### src/rtl/dashcam_pkg.sv
// Shared types for the camera capture path: word layout, FIFO entry and packer state.
package dashcam_pkg;

    localparam int BYTES_PER_WORD = 4;

    typedef logic [8*BYTES_PER_WORD-1:0] word_t;

    // One FIFO slot: the packed word plus its framing attributes.
    typedef struct packed {
        word_t      data;
        logic [2:0] bytes;
        logic       sof;
        logic       last;
    } fifo_entry_t;

    // Packer frame state: idle waits for a start-of-frame byte, active assembles words.
    typedef enum logic {
        ST_IDLE   = 1'b0,
        ST_ACTIVE = 1'b1
    } pk_state_t;

    // Return w with byte lane `lane` replaced by b (lane 0 = bits 7:0).
    function automatic word_t put_lane(input word_t w, input logic [1:0] lane,
                                       input logic [7:0] b);
        word_t r;
        r = w;
        r[{lane, 3'b000} +: 8] = b;
        return r;
    endfunction

endpackage

### src/rtl/dashcam_sync_fifo.sv
// Show-ahead synchronous FIFO of fifo_entry_t; head entry is visible whenever !empty.
module dashcam_sync_fifo
    import dashcam_pkg::*;
#(
    parameter int DEPTH = 8
) (
    input  logic                     clk,
    input  logic                     rst_n,
    input  logic                     push,
    input  fifo_entry_t              push_data,
    input  logic                     pop,
    output fifo_entry_t              pop_data,
    output logic                     full,
    output logic                     empty,
    output logic [$clog2(DEPTH):0]   level
);

    localparam int AW = $clog2(DEPTH);
    localparam logic [AW:0] DEPTH_C = (AW+1)'(DEPTH);

    fifo_entry_t     mem [DEPTH];
    logic [AW-1:0]   wr_ptr;
    logic [AW-1:0]   rd_ptr;
    logic [AW:0]     count;
    logic            do_push;
    logic            do_pop;

    // A pop frees the slot a same-edge push needs, so push into a full FIFO is legal when popping.
    always_comb begin
        do_pop  = pop && !empty;
        do_push = push && (!full || do_pop);
    end

    // Pointer and occupancy registers; DEPTH is a power of two so pointers wrap naturally.
    always_ff @(posedge clk) begin
        if (!rst_n) begin
            wr_ptr <= '0;
            rd_ptr <= '0;
            count  <= '0;
        end else begin
            if (do_push) wr_ptr <= wr_ptr + 1'b1;
            if (do_pop)  rd_ptr <= rd_ptr + 1'b1;
            case ({do_push, do_pop})
                2'b10:   count <= count + 1'b1;
                2'b01:   count <= count - 1'b1;
                default: count <= count;
            endcase
        end
    end

    // Storage array; contents are don't-care until written so it carries no reset.
    always_ff @(posedge clk) begin
        if (do_push) mem[wr_ptr] <= push_data;
    end

    assign pop_data = mem[rd_ptr];
    assign full     = (count == DEPTH_C);
    assign empty    = (count == '0);
    assign level    = count;

endmodule

### src/rtl/cam_word_packer.sv
// Packs a framed camera byte stream into little-endian 32-bit words for a DMA consumer.
//
// Output handshake: a word is transferred on any clk edge where out_valid && out_ready.
// While out_valid is high and out_ready is low, out_data/out_bytes/out_sof/out_last hold.
// out_valid never drops without a transfer except on reset.
module cam_word_packer
    import dashcam_pkg::*;
#(
    parameter int FIFO_DEPTH = 8,
    parameter int LEN_W      = 16
) (
    input  logic                          clk,
    input  logic                          rst_n,
    input  logic                          en,
    input  logic [LEN_W-1:0]              frame_len,
    input  logic                          cam_valid,
    input  logic                          cam_sof,
    input  logic [7:0]                    cam_pixel,
    output logic                          out_valid,
    input  logic                          out_ready,
    output logic [31:0]                   out_data,
    output logic [2:0]                    out_bytes,
    output logic                          out_sof,
    output logic                          out_last,
    output logic [15:0]                   frame_count,
    output logic                          overflow,
    input  logic                          ovf_clr,
    output logic [$clog2(FIFO_DEPTH):0]   fifo_level
);

    pk_state_t        state;
    pk_state_t        state_d;
    logic [LEN_W-1:0] idx_q;
    logic [LEN_W-1:0] idx_d;
    logic [LEN_W-1:0] k;
    word_t            acc_q;
    word_t            acc_d;
    word_t            word_n;
    logic [1:0]       lane;
    logic             accept;
    logic             is_last;
    logic             push;
    logic             frame_done;
    fifo_entry_t      push_entry;
    fifo_entry_t      head;
    logic             fifo_full;
    logic             fifo_empty;
    logic             pop;
    logic             drop;

    // Frame FSM and word assembly: index the byte, merge it into its lane, decide push/completion.
    always_comb begin
        state_d    = state;
        idx_d      = idx_q;
        acc_d      = acc_q;
        push       = 1'b0;
        frame_done = 1'b0;
        push_entry = '0;

        accept  = en && cam_valid && (frame_len != '0);
        // A start-of-frame byte is always byte 0, whatever was in progress.
        k       = cam_sof ? '0 : idx_q;
        lane    = k[1:0];
        word_n  = put_lane(cam_sof ? word_t'('0) : acc_q, lane, cam_pixel);
        is_last = (k == frame_len - LEN_W'(1));

        if (!en) begin
            // Capture disabled: abandon any frame and its partial word.
            state_d = ST_IDLE;
            acc_d   = '0;
            idx_d   = '0;
        end else if (accept && (cam_sof || state == ST_ACTIVE)) begin
            push             = (lane == 2'd3) || is_last;
            push_entry.data  = word_n;
            push_entry.bytes = (is_last && frame_len[1:0] != 2'b00) ? {1'b0, frame_len[1:0]}
                                                                    : 3'd4;
            push_entry.sof   = (k[LEN_W-1:2] == '0);
            push_entry.last  = is_last;
            // Clearing after a push keeps unused lanes of a short final word at zero.
            acc_d            = push ? '0 : word_n;
            idx_d            = k + LEN_W'(1);
            if (is_last) begin
                state_d    = ST_IDLE;
                frame_done = 1'b1;
            end else begin
                state_d    = ST_ACTIVE;
            end
        end
    end

    // Frame state, byte index, partial word and completed-frame counter.
    always_ff @(posedge clk) begin
        if (!rst_n) begin
            state       <= ST_IDLE;
            idx_q       <= '0;
            acc_q       <= '0;
            frame_count <= '0;
        end else begin
            state <= state_d;
            idx_q <= idx_d;
            acc_q <= acc_d;
            if (frame_done) frame_count <= frame_count + 16'd1;
        end
    end

    assign pop  = out_valid && out_ready;
    assign drop = push && fifo_full && !pop;

    // Sticky overflow: a drop on the same edge as ovf_clr wins.
    always_ff @(posedge clk) begin
        if (!rst_n) begin
            overflow <= 1'b0;
        end else if (drop) begin
            overflow <= 1'b1;
        end else if (ovf_clr) begin
            overflow <= 1'b0;
        end
    end

    dashcam_sync_fifo #(
        .DEPTH (FIFO_DEPTH)
    ) u_fifo (
        .clk       (clk),
        .rst_n     (rst_n),
        .push      (push),
        .push_data (push_entry),
        .pop       (pop),
        .pop_data  (head),
        .full      (fifo_full),
        .empty     (fifo_empty),
        .level     (fifo_level)
    );

    // Outputs read zero when nothing is queued so stale storage never shows after reset.
    always_comb begin
        out_valid = !fifo_empty;
        out_data  = out_valid ? head.data  : '0;
        out_bytes = out_valid ? head.bytes : '0;
        out_sof   = out_valid ? head.sof   : 1'b0;
        out_last  = out_valid ? head.last  : 1'b0;
    end

endmodule

### config.mk
export PLATFORM = sky130hd
export DESIGN_NAME = cam_word_packer
export DESIGN_NICKNAME = d
export VERILOG_FILES = /design/src/rtl/dashcam_pkg.sv /design/src/rtl/dashcam_sync_fifo.sv /design/src/rtl/cam_word_packer.sv
export SDC_FILE = /design/constraint.sdc
export NUM_CORES = 1
export LEC_CHECK = 0
export CAP_MARGIN = 20
export CORE_ASPECT_RATIO = 1.1
export CORE_UTILIZATION = 55
export CTS_BUF_LIST = sky130_fd_sc_hd__clkbuf_16
export CTS_CLUSTER_SIZE = 25
export DETAILED_ROUTE_END_ITERATION = 16
export PLACE_DENSITY = 0.84
export SYNTH_ARGS = -nofsm -noshare
export SYNTH_HDL_FRONTEND = slang
export SYNTH_HIERARCHICAL = 1
export SYNTH_SLANG_ARGS = --single-unit
### constraint.sdc
create_clock -name clk -period 9.3 [get_ports clk]
set_input_delay 1.86 -clock clk [delete_from_list [all_inputs] [get_ports clk]]
set_output_delay 1.86 -clock clk [all_outputs]
set_load 0.005 [all_outputs]
==> run_results.csv <==
group,metric,value,unit
logic_synthesis,dominant_synthesized_flop_cell,"sky130_fd_sc_hd__edfxtp_1",
critical_path,startpoint_type,"primary input",
power_and_ir_drop,ir_worst_vdd,0.1107,mV
logic_synthesis,yosysSeqAreaShare,63.37,%
timing,layout_worst_path_cycle_share,65.34,%
global_routing,grt_util_all_layers,22.94,%
logic_synthesis,post_synth_instance_area,16520,µm²
logic_synthesis,post_synth_fa_ha_maj_area_fraction,1.030,%
critical_path,r2r_start,"idx_q[4]",
drt,route.vias.total,9827,
clocking,worstSkewPairLatency,520,ps
final_layout,post-route-cell-area,18950,µm²
critical_path,path_max_fanout,34,
global_routing,antenna_violations_before_repair,2,
run_status,status,"complete, no violations",
critical_path,path_class,"primary input to register",
global_routing,grt_max_degree,75,
timing,timing.fmax,164.6,MHz
drt,via_per_inst,6.287,
logic_synthesis,synthesis.area_per_instance,15.24,µm²
logic_synthesis,yosysTopAreaCell,"sky130_fd_sc_hd__edfxtp_1",
final_layout,drive_above_1_share,18.25,%
timing,skew,18.81,ps
drt,dr.pass1.iters,6,
placed_design,routabilityCongestion,0.8802,
floorplan,boundaryPins,90,
timing,hold_violations,0,
drt,met2_length,17.77,mm
power_and_ir_drop,powerDensity,173.5,nW/µm²
clocking,clk_pin_slew_worst_paths,60,ps
critical_path,timing.critical_path.arrival,6290,ps
clocking,cts_resized,0,
logic_synthesis,synth_top_family_by_area,"multiplexers",
logic_synthesis,post-synth-top-count-cell,"sky130_fd_sc_hd__edfxtp_1",
logic_synthesis,muxShareOfSynthArea,12.86,%
final_layout,layout.filler_cells,2033,
placed_design,placement.cell_area,17760,µm²
drt,drtIter0Drc,1012,
final_layout,n_antenna_cell,0,
final_layout,multiInputGateArea,5667,µm²
logic_synthesis,synth-compound-area-share,8.671,%
floorplan,floorplan.initialDensity,55.89,%
run,max_cap_viol_count,0,
final_layout,finalNonFillerCells,1563,
hold_path,hold_path.class,"register to register",
final_layout,net_count_of_the_finished_layout,1205,
timing,worst_slew_margin_rel,27.19,%
clocking,cts_buffers,36,
timing,fin_crit,6077,ps
clocking,cts_tree,"built",
floorplan,total_die_area,30740,µm²
timing,drv_slew,0,
clocking,numClockSinks,375,
critical_path,r2r-end,"u_fifo/mem[7][29]",
timing,worst_pin_slew,1092,ps
placed_design,dp_cells,1496,
drt,top_signal_layer_used,"met5",
logic_synthesis,synth_top_area_share,53.80,%
critical_path,worst_setup_path_startpoint,"frame_len[0]",
hold_path,whs_path_depth,2,
placed_design,dp_hpwl,20.57,mm
power_and_ir_drop,total_power,0.003289,W
critical_path,required,9510,ps
drt,detail_route.wl_per_cell,22.14,µm
final_layout,register_area,10480,µm²
logic_synthesis,yosysUniqueCellTypes,68,
clocking,cts_hold_buf,0,
power_and_ir_drop,leakage_dissipation,5.536,nW
logic_synthesis,number_of_synthesized_flops_with_an_enable_pin,296,
timing,tns,0,ps
logic_synthesis,yosysWarnings,6,
drt,drc,0,
final_layout,syn2layout_area_growth,14.71,%
logic_synthesis,postSynth.asyncResetShare,0,%
drt,wl,34.60,mm
placed_design,port_buffers,89,
logic_synthesis,synth.ff_latch_count,375,
timing,setup-violations-final,0,
logic_synthesis,post_synth_most_frequent_cells,"296 x sky130_fd_sc_hd__edfxtp_1, 79 x sky130_fd_sc_hd__dfxtp_1, 78 x sky130_fd_sc_hd__nor2_1, 74 x sky130_fd_sc_hd__mux4_2, 69 x sky130_fd_sc_hd__a22oi_1",
floorplan,chipHeight,183.8,µm
clocking,cts_setup_buffers,0,
global_routing,first_global_vias,10040,
logic_synthesis,postSynthCellCount,1084,
clocking,ctsHtreeMaxLevel,2,
global_routing,grt.overflow.total,0,
timing,rsz0062_at_grt,"no",
logic_synthesis,synth.area.top_cells,"sky130_fd_sc_hd__edfxtp_1 54%, sky130_fd_sc_hd__mux4_2 10%, sky130_fd_sc_hd__dfxtp_1 9.6%",
drt,route.met3.wl,2.179,mm
floorplan,floorplan.core_area,29560,µm²
critical_path,endpoint,"u_fifo/mem[7][29]",
drt,wirelength_met1,13.65,mm
critical_path,cp-end-kind,"register",
clocking,cts.root.buffer_cell,"sky130_fd_sc_hd__clkbuf_16",
floorplan,fp.dieW,167.3,µm
critical_path,regToRegSetupSlack,5110,ps
global_routing,first_pass_grt_wire_length,54.63,mm
drt,antenna_violating_nets_post_route,0,
logic_synthesis,yosys.area_share.xor_xnor,2.098,%
logic_synthesis,mappedNetlistNets,1128,
critical_path,timing.reg2reg.worst_path_depth,11,
floorplan,row_count,66,
clocking,maximum_clock_path_buffer_count,3,
logic_synthesis,synthSimpleGateAreaFrac,9.292,%
==> how the worst min path moves through the flow <==
| stage | slack, ps | end | from |
|---|---|---|---|
| global placement | 480 | frame_count[15] | frame_count[15] |
| global route | 530 | frame_count[15] | frame_count[15] |
| CTS | 500 | frame_count[15] | frame_count[15] |
| floorplan | 470 | idx_q[4] | idx_q[4] |
| finish | 510 | frame_count[15] | frame_count[15] |
| detailed placement | 490 | frame_count[15] | frame_count[15] |
==> final cells by class <==
class,instances,share of cell area (%)
Sequential cell,375,55.29
Timing Repair Buffer,110,5.955
Inverter,13,0.2575
Clock buffer,38,5.017
Clock inverter,28,1.116
Tap cell,374,2.469
Multi-Input combinational cell,625,29.90
==> sequential cells by signal (all words and copies together) (netlist names), named ones only <==
signal,count
u_fifo/mem,296
acc_q,32
frame_count,16
idx_q,16
u_fifo/level,4
u_fifo/rd_ptr,3
u_fifo/wr_ptr,3
overflow,1
state,1
==> cells by family (layout without fill, tap and decap cells) <==
kind of cell	after synthesis	in the layout
mux	115	115
flops	375	375
fa+ha+maj	13	13
xor+xnor	38	38
simple gates	276	276
compound gates	183	183
buf+inv	84	189
==> where the power goes <==
| part | internal (W) | leakage (nW) | switching, W |
|---|---|---|---|
| Sequential | 0.00179 | 3.09 | 0.000000855 |
| Clock | 0.000825 | 0.599 | 0.000601 |
| Combinational | 0.0000265 | 1.85 | 0.0000490 |
| Total | 0.00264 | 5.54 | 0.000651 |
==> placed cells by master, fill, tap and decap left out, types with 5 or more instances in the layout <==
cell | netlist | final
sky130_fd_sc_hd__buf_4 | 3 | 17
sky130_fd_sc_hd__clkinv_1 | 0 | 7
sky130_fd_sc_hd__mux4_2 | 74 | 74
sky130_fd_sc_hd__nor4_1 | 11 | 10
sky130_fd_sc_hd__xnor2_1 | 28 | 28
sky130_fd_sc_hd__nand3_1 | 18 | 18
sky130_fd_sc_hd__a22oi_1 | 69 | 69
sky130_fd_sc_hd__mux2_2 | 37 | 37
sky130_fd_sc_hd__o311ai_1 | 14 | 14
sky130_fd_sc_hd__nor2_1 | 78 | 74
sky130_fd_sc_hd__nor2b_1 | 51 | 51
sky130_fd_sc_hd__a21oi_1 | 9 | 9
sky130_fd_sc_hd__o41ai_1 | 13 | 13
sky130_fd_sc_hd__nand2b_1 | 19 | 19
sky130_fd_sc_hd__nand4_1 | 10 | 10
sky130_fd_sc_hd__clkdlybuf4s50_1 | 0 | 89
sky130_fd_sc_hd__clkinv_2 | 0 | 6
sky130_fd_sc_hd__nor3_1 | 10 | 6
sky130_fd_sc_hd__ha_1 | 12 | 12
sky130_fd_sc_hd__and3_1 | 15 | 15
sky130_fd_sc_hd__dfxtp_1 | 79 | 76
sky130_fd_sc_hd__nor3_2 | 1 | 5
sky130_fd_sc_hd__inv_1 | 13 | 21
sky130_fd_sc_hd__nand2_1 | 28 | 28
sky130_fd_sc_hd__edfxtp_1 | 296 | 296
sky130_fd_sc_hd__a211oi_1 | 32 | 32
sky130_fd_sc_hd__xor2_1 | 9 | 9
sky130_fd_sc_hd__and2_1 | 5 | 5
sky130_fd_sc_hd__clkbuf_16 | 0 | 38
sky130_fd_sc_hd__o21ai_0 | 14 | 14
==> metrics by stage <==
step | utilization (%) | hold WS, ps | setup WS [ps]
floorplan | - | 465.6 | 1329
global placement | 59.81 | 476.7 | 2736
detailed placement | 60.09 | 487.6 | 2743
CTS | 64.02 | 502.2 | 3229
global route | 64.11 | 533.2 | 2847
finish | 64.11 | 505.9 | 3223
==> critical path: stages <==
cell and delay, ps:
sky130_fd_sc_hd__clkdlybuf4s50_1 490, sky130_fd_sc_hd__inv_1 150, sky130_fd_sc_hd__ha_1 260, sky130_fd_sc_hd__nor2b_2 290, sky130_fd_sc_hd__nor2b_1 210, sky130_fd_sc_hd__xnor2_1 170, sky130_fd_sc_hd__nand4b_1 160, sky130_fd_sc_hd__nor4_1 410
sky130_fd_sc_hd__a21o_1 170, sky130_fd_sc_hd__buf_4 350, sky130_fd_sc_hd__and2_1 390, sky130_fd_sc_hd__o211ai_1 370, sky130_fd_sc_hd__nor2_4 720, sky130_fd_sc_hd__buf_16 250
==> per-layer routing <==
| layer | vias to the layer above | track usage [%] |
|---|---|---|
| li1 | 4449 | - |
| met5 | - | 0 |
| met4 | 4 | 8.000 |
| met3 | 93 | 4.026 |
| met2 | 344 | 40.12 |
| met1 | 4937 | 28.93 |
Power figures use the tool's default switching activity.
